[src/rtl/hazard_scoreboard.sv]
// hazard_scoreboard: forwarding selects, load-use/long-op stall and pending-register scoreboard.
// Define HAZARD_STALL_STATS_EN to add the saturating Stall_Count output.
module hazard_scoreboard #(
  parameter int NUM_RS = 2,
  parameter int AW = 5,
  parameter int MAX_PEND = 4,
  localparam int NR = 2**AW,
  localparam int CW = $clog2(MAX_PEND+1)
) (
  input  logic                 clk,
  input  logic                 rst_n,
  input  logic [NUM_RS*AW-1:0] Rs_ID,
  input  logic [NUM_RS-1:0]    Rs_Used_ID,
  input  logic [AW-1:0]        Rd_ID,
  input  logic                 Long_ID,
  input  logic                 Flush,
  input  logic [AW-1:0]        Rd_IDEX,
  input  logic                 IDEX_MemRead,
  input  logic                 EX_MEM_RegWEN,
  input  logic [AW-1:0]        Rd_EX,
  input  logic                 MEM_WB_RegWEN,
  input  logic [AW-1:0]        Rd_MA,
  input  logic                 Long_Done,
  input  logic [AW-1:0]        Long_Done_Rd,
  output logic [NUM_RS*2-1:0]  Fw,
  output logic                 Fw_Dectected,
  output logic                 Stall,
  output logic [NR-1:0]        Pending,
  output logic [CW-1:0]        Pend_Count
`ifdef HAZARD_STALL_STATS_EN
  ,output logic [31:0]         Stall_Count
`endif
);
  logic load_use, raw, waw, full, issue, done;
  logic [NR-1:0] set_v, clr_v;
  always_comb begin
    Fw = '0;
    load_use = 1'b0;
    raw = 1'b0;
    for (int k = 0; k < NUM_RS; k++) begin
      if (Rs_Used_ID[k]) begin
        Fw[2*k +: 2] = (EX_MEM_RegWEN && Rd_EX != '0 && Rd_EX == Rs_ID[k*AW +: AW]) ? 2'b10 :
                       (MEM_WB_RegWEN && Rd_MA != '0 && Rd_MA == Rs_ID[k*AW +: AW]) ? 2'b01 : 2'b00;
        load_use |= IDEX_MemRead && Rd_IDEX != '0 && Rd_IDEX == Rs_ID[k*AW +: AW];
        raw |= Rs_ID[k*AW +: AW] != '0 && Pending[Rs_ID[k*AW +: AW]];
      end
    end
  end
  assign Fw_Dectected = |Fw;
  assign waw = Long_ID && Rd_ID != '0 && Pending[Rd_ID];
  assign full = Long_ID && Rd_ID != '0 && Pend_Count == CW'(MAX_PEND);
  assign Stall = ~Flush & (load_use | raw | waw | full);
  assign issue = Long_ID & ~Stall & ~Flush & (Rd_ID != '0);
  // Pending[0] is never set, so a completion tagged x0 is dropped here too
  assign done = Long_Done & Pending[Long_Done_Rd];
  assign set_v = NR'(issue) << Rd_ID;
  assign clr_v = NR'(done) << Long_Done_Rd;
  always_ff @(posedge clk or negedge rst_n) begin
    if (!rst_n) begin
      Pending <= '0;
      Pend_Count <= '0;
    end else begin
      Pending <= ((Pending & ~clr_v) | set_v) & ~NR'(1);
      Pend_Count <= Pend_Count + CW'(issue) - CW'(done);
    end
  end
`ifdef HAZARD_STALL_STATS_EN
  always_ff @(posedge clk or negedge rst_n) begin
    if (!rst_n) Stall_Count <= '0;
    else if (Stall && Stall_Count != '1) Stall_Count <= Stall_Count + 32'd1;
  end
`endif
endmodule
[config.mk]
export PLATFORM = sky130hd
export DESIGN_NAME = hazard_scoreboard
export DESIGN_NICKNAME = d
export VERILOG_FILES = /design/src/rtl/hazard_scoreboard.sv
export SDC_FILE = /design/constraint.sdc
export NUM_CORES = 1
export LEC_CHECK = 0
export ABC_CLOCK_PERIOD_IN_PS = 3300
export BUFFER_PORTS_ARGS = -buffer_cell sky130_fd_sc_hd__buf_2
export CAP_MARGIN = 15
export CELL_PAD_IN_SITES_DETAIL_PLACEMENT = 2
export CELL_PAD_IN_SITES_GLOBAL_PLACEMENT = 2
export CORE_UTILIZATION = 30
export CTS_BUF_LIST = sky130_fd_sc_hd__clkbuf_8
export DETAILED_ROUTE_END_ITERATION = 10
export PLACE_DENSITY_LB_ADDON = 0.1
export SYNTH_ARGS = -nofsm -noshare
export SYNTH_HDL_FRONTEND = slang
export SYNTH_SLANG_ARGS = --single-unit
[constraint.sdc]
create_clock -name clk -period 3.3 [get_ports clk]
set_input_delay 0.165 -clock clk [delete_from_list [all_inputs] [get_ports clk]]
set_output_delay 0.165 -clock clk [all_outputs]
set_load 0.01 [all_outputs]
==> impl_metrics.env, run 1 <==
export IMPL_status="finished with violations"
export IMPL_violations="negative hold slack, negative setup slack"
export IMPL_htreeDepth=2
export IMPL_yosysTopAreaCellShare=0.253
export IMPL_total_power_uw=2120
export IMPL_synth_compound_area_share=0.165
export IMPL_grt_use_met3=0.0333
export IMPL_yosysUniqueCellTypes=51
export IMPL_drv_cap=0
export IMPL_first_pass_iters=4
export IMPL_setup_violations=1
export IMPL_avgViaCountPerCell=5.89
export IMPL_drc=0
export IMPL_muxShareOfSynthArea=0.241
export IMPL_ys_ff_latch=34
export IMPL_drtIter0Drc=284
export IMPL_most_common_layout_cells="84 x buf_2, 59 x buf_4, 51 x o21ai_0, 33 x dfrtp_1"
export IMPL_chipHeight_um=108
export IMPL_ys_warn_count=0
export IMPL_drive_above_1_share=0.430
export IMPL_synthXorXnorAreaFrac=0.0833
export IMPL_busiest_layer="met2"
export IMPL_antenna_found_initial=0
export IMPL_die_area_mm2=0.0116
export IMPL_fp_row_count=38
export IMPL_finalHoldViolations=29
export IMPL_area_growth_pct=30.4
export IMPL_wl_um=16300
export IMPL_grtUsageMet2=0.483
export IMPL_cts_tree="done"
export IMPL_cts_made_buffers=5
export IMPL_cp_end_kind="register"
export IMPL_finalCriticalPeriod_ns=3.38
export IMPL_yosys_area_share_adder=0.0134
export IMPL_ir_worst_vdd_mv=0.207
export IMPL_clockBufferDepth=2
export IMPL_syn_nets=404
export IMPL_grt_start_max_net_pins=35
export IMPL_async_flop_share=1.00
export IMPL_leakage_uw=0.00190
export IMPL_vias=3637
export IMPL_coreArea_mm2=0.0109
export IMPL_tightestPinTransition_ns=0.871
export IMPL_crit_type="register to register"
export IMPL_grt_remaining_overflow=0
export IMPL_cts_sinks=34
export IMPL_hold_class="primary input to async pin"
export IMPL_start_kind="register"
export IMPL_holdWs_ns=-0.0291
export IMPL_crit_fanout=4
export IMPL_clkTransAtPathRegs_ns=0.08
export IMPL_grt_pass1_vias=3838
export IMPL_power_density_mw_per_mm2=484
export IMPL_met1_usage=0.399
export IMPL_antenna_cells=0
export IMPL_place_congestion=0.934
export IMPL_synth_simple_area_share=0.189
export IMPL_arrival_ns=3.57
export IMPL_synthCells=356
export IMPL_synth_edff_count=0
export IMPL_startpoint="Pending[27]"
export IMPL_setup_slack_ns=-0.0837
export IMPL_nets=524
export IMPL_rsz0062_at_grt="yes"
export IMPL_place_area_mm2=0.00425
export IMPL_wire_per_inst_um=26.4
export IMPL_nFillCells=1244
export IMPL_cts_hold_buffers=0
export IMPL_fp_dieW_um=108
export IMPL_ys_flop_type="dfrtp_1"
export IMPL_yosysSeqAreaShare=0.253
export IMPL_clock_skew_ns=0.0103
export IMPL_syn_area_per_cell_um2=9.45
export IMPL_slew_headroom=0.420
export IMPL_fmax_mhz=296
export IMPL_synth_top_area_cell="dfrtp_1"
export IMPL_cts_root_buf="clkbuf_8"
export IMPL_crit_required_ns=3.48
export IMPL_postLayoutCellArea_mm2=0.00439
export IMPL_drtAntennaViolNets=0
export IMPL_min_period_over_period=1.03
export IMPL_start_util=0.309
export IMPL_io_pins=86
export IMPL_grt_usage=0.295
export IMPL_report_final_slew_viol_count=0
export IMPL_synth_area_mm2=0.00336
export IMPL_synth_top_family_by_area="multiplexers"
export IMPL_ys_top_cells_by_area="dfrtp_1 25%, mux4_2 19%, o21ai_0 7.6%"
export IMPL_post_dp_hpwl_um=12700
export IMPL_grt_pass1_wl_um=24500
export IMPL_io_buffers=84
export IMPL_worstSkewPairLatency_ns=0.30
export IMPL_rr_startpoint="Pending[27]"
export IMPL_mostFrequentLayoutCell="buf_2"
export IMPL_post_cts_buffers=0
==> synth_stat cells (3+ instances only) <==
cell / number
o21ai_0: 51
dfrtp_1: 34
nand2_1: 29
mux4_2: 28
xnor2_1: 24
nand3_1: 22
nand4_1: 21
nor2_1: 17
clkbuf_1: 12
mux2i_1: 12
o31ai_1: 11
buf_2: 10
inv_1: 8
xor2_1: 8
nor2b_1: 7
o31ai_2: 6
buf_4: 5
nand2b_1: 4
nor4_1: 4
mux2_2: 3
or4_1: 3
==> routing by layer <==
metal	routed length, um	vias up
met2	7880	139
met5	0	-
met3	815	20
met4	434	0
li1	-	1586
met1	7170	1892
==> through the flow <==
stage	setup TNS [ns]	instances	hold slack [ns]	util	worst slack, ns
after floorplan	0	356	-0.131	-	0.0284
after global placement	-0.00185	609	0.319	0.391	-0.00185
after detailed placement	-0.127	609	0.331	0.391	-0.127
after CTS	-0.143	617	0.00552	0.402	-0.143
after global routing	-0.170	617	0.0171	0.403	-0.170
final	-0.0837	617	-0.0291	0.403	-0.0837
==> critical path, cell delays in order, from the launching register on <==
cell and delay (ns):
dfrtp_2 0.45, mux4_2 0.49, mux4_2 0.49, a2bb2oi_2 0.15, nand3_2 0.09, nand2_4 0.05, or4_1 0.41, ha_1 0.30
inv_2 0.03, ha_2 0.16, fa_2 0.35, xnor2_2 0.15, xnor2_1 0.13
==> power by group <==
group          internal (uW)  leakage (uW)  switching (uW)  total, uW
logic                    507       0.00139             597       1100
clock network            211     0.0000575             174        385
registers                514      0.000444             120        635
==> flip-flops by register name, indices dropped and copies added, names as in the netlist <==
register and cells:
Pend_Count 3, Pending 31
==> what timing repair did <==
item | 4_1_cts | 5_1_grt
resized for setup | 1 | 5
cloned | 0 | 0
endpoints found under the setup margin | 1 | 2
==> kinds of logic after synthesis <==
logic type               count (synthesis)
flip-flops                              34
AO/OA/AOI/OAI                           84
buffers and inverters                   38
AND/OR/NAND/NOR                        120
other                                    1
multiplexers                            44
XOR/XNOR                                32
adder cells (fa/ha/maj)                  3
==> path summary, 6_finish.rpt <==
path,end,slack [ns],cells past startpoint
min reg2reg,Pend_Count[0],0.59,1
min,Pend_Count[2],-0.03,1
max reg2reg,Pend_Count[2],-0.08,12
max in group asynchronous,Pending[27],2.73,1
max,Pend_Count[2],-0.08,12
min in group clk,Pending[17],0.35,4
==> cell type report <==
type                       count  area [um^2]  share of cell area
timing repair buffer         143          863               0.197
inverter                       8         30.0             0.00685
clock buffer                   8          110              0.0251
multi-input combinational    284         2360               0.537
sequential                    34          852               0.194
tap                          140          175              0.0399
Power figures use the tool's default switching activity.
==> run 2: changes to the inputs <==
ABC_CLOCK_PERIOD_IN_PS = 4300   (was 3300)
CORE_UTILIZATION = 35   (was 30)
SETUP_SLACK_MARGIN = 0.4   (was default)
clock period = 4.3 ns   (was 3.3 ns; I/O delays follow)
==> run 2 against run 1 <==
  * Fmax decreased by 8.3%
  * Register-to-register slack better by 0.69 ns
  * Final area fell by 9.0%
  * Largest power group unchanged
  * First-iteration DRC count down 13%
  * Total power down 32%
  * The run now ends clean
  * Global-route usage increased by 1.9 points
  * Hold slack improved by 0.043 ns
  * Cell count down 9.4%
==> impl_metrics.env, run 2 (same netlist as run 1, synthesis figures left out) <==
export IMPL_top_register="Pending"
export IMPL_chipHeight_um=100
export IMPL_clkTransAtPathRegs_ns=0.08
export IMPL_largest_register_ff_count=31
export IMPL_drv_cap=0
export IMPL_crit_slowest_cell="mux4_2"
export IMPL_fp_row_count=35
export IMPL_vias=3529
export IMPL_place_inst=550
export IMPL_cts_hold_buffers=0
export IMPL_final_cells=559
export IMPL_start_kind="register"
export IMPL_grt_start_max_net_pins=35
export IMPL_clockBufferDepth=2
export IMPL_antenna_cells=0
export IMPL_avgViaCountPerCell=6.31
export IMPL_die_area_mm2=0.0100
export IMPL_grt_use_met3=0.0557
export IMPL_coreArea_mm2=0.00928
export IMPL_cts_made_buffers=5
export IMPL_rr_startpoint="Pending[31]"
export IMPL_status="finished, final reports clean"
export IMPL_drc=0
export IMPL_rsz0062_at_grt="no"
export IMPL_setup_violations=0
export IMPL_cts_sinks=34
export IMPL_tightestPinTransition_ns=1.07
export IMPL_met1_usage=0.423
export IMPL_grt_usage=0.314
export IMPL_cp_end_kind="register"
export IMPL_hold_class="primary input to async pin"
export IMPL_busiest_layer="met2"
export IMPL_drtAntennaViolNets=0
export IMPL_post_dp_hpwl_um=11200
export IMPL_arrival_ns=3.91
export IMPL_grt_pass1_wl_um=23200
export IMPL_fmax_mhz=271
export IMPL_crit_fanout=6
export IMPL_path_cells="mux4_2, mux4_2, a2bb2oi_1, nand3_1, nand2_4, or4_1, ha_1, inv_1, ha_1, fa_1, xnor2_1, xnor2_1"
export IMPL_wire_per_inst_um=26.7
export IMPL_leakage_uw=0.00167
export IMPL_drtIter0Drc=246
export IMPL_place_congestion=0.871
export IMPL_finalCriticalPeriod_ns=3.69
export IMPL_critPathBufInv=1
export IMPL_htreeDepth=2
export IMPL_largest_registers="Pending x31, Pend_Count x3"
export IMPL_slew_headroom=0.289
export IMPL_antenna_found_initial=0
export IMPL_min_period_over_period=0.858
export IMPL_post_cts_buffers=0
export IMPL_nets=477
export IMPL_worstSkewPairLatency_ns=0.29
export IMPL_grt_pass1_vias=3747
export IMPL_power_density_mw_per_mm2=363
export IMPL_report_final_slew_viol_count=0
export IMPL_drive_above_1_share=0.347
export IMPL_area_growth_pct=18.7
export IMPL_io_buffers=84
export IMPL_grtUsageMet2=0.513
export IMPL_tns_ns=0
export IMPL_most_common_layout_cells="84 x buf_2, 51 x o21ai_0, 34 x dfrtp_1, 29 x nand2_1, 28 x mux4_2"
export IMPL_ir_worst_vdd_mv=0.170
export IMPL_clock_skew_ns=0.00941
export IMPL_mostFrequentLayoutCell="buf_2"
export IMPL_post_cts_resized=0
export IMPL_ff2ff_setup_slack_ns=0.61
export IMPL_cts_root_buf="clkbuf_8"
export IMPL_start_util=0.362
export IMPL_fp_dieW_um=100
export IMPL_crit_required_ns=4.52
export IMPL_crit_type="register to register"
export IMPL_wl_um=14900
export IMPL_worst_path_largest_cell_delay_ns=0.52
export IMPL_io_pins=86
export IMPL_cts_tree="done"
export IMPL_finalHoldViolations=0
export IMPL_reg2reg_depth=12
export IMPL_first_pass_iters=4
export IMPL_grt_remaining_overflow=0
export IMPL_crit_family="multiplexers"
export IMPL_reg2reg_to="Pend_Count[2]"
-- run 2: worst max path at each step --
stage / start / to / slack (ns) / depth (start not counted)
5_1_grt: Pending[31] / Pend_Count[2] / 0.45 / 12
3_3_place_gp: Rs_ID[0] / Pend_Count[2] / 0.69 / 13
3_5_place_dp: Rs_ID[0] / Pend_Count[2] / 0.49 / 13
4_1_cts: Pending[31] / Pend_Count[2] / 0.61 / 12
2_1_floorplan: Rs_ID[0] / Pend_Count[2] / 0.92 / 13
6_report: Pending[31] / Pend_Count[2] / 0.61 / 12
-- run 2: stage by stage --
stage / instance area [um^2] / utilization / total power (uW) / setup WS [ns] / hold slack [ns]
after floorplan: 3360 / - / 882 / 0.923 / -0.0806
after global placement: 3890 / 0.419 / 1150 / 0.692 / 0.341
after detailed placement: 3890 / 0.419 / 1190 / 0.493 / 0.354
after CTS: 3980 / 0.429 / 1450 / 0.614 / 0.0413
after global routing: 3990 / 0.430 / 1530 / 0.447 / 0.0683
final: 3990 / 0.430 / 1450 / 0.610 / 0.0138
-- run 2: power breakdown --
group          switching [uW]  internal [uW]
Sequential                152            393
Clock                     129            127
Combinational             349            299
Total                     629            819
-- run 2: cell type report --
class,count,area [um^2]
fill,1078,5290
inverter,8,30.0
multi-input combinational,284,2340
tap,129,161
sequential,34,851
clock buffer,6,82.6
timing repair buffer,96,514
clock inverter,2,8.76
-- run 2: worst reg2reg max path: cells and delay by family, from the launching register on --
kind | cells | cell delay (ns)
AO/OA/AOI/OAI | 1 | 0.14
XOR/XNOR | 2 | 0.34
adder cells (fa/ha/maj) | 3 | 0.93
buffers and inverters | 1 | 0.05
flip-flops | 1 | 0.49
multiplexers | 2 | 1.02
AND/OR/NAND/NOR | 3 | 0.66
-- run 2: per-layer routing --
layer  vias to the layer above  part of all wire
met1                      1829              0.42
met5                         -                 0
met3                        34             0.070
met2                       170              0.47
li1                       1496                 -
met4                         0             0.033
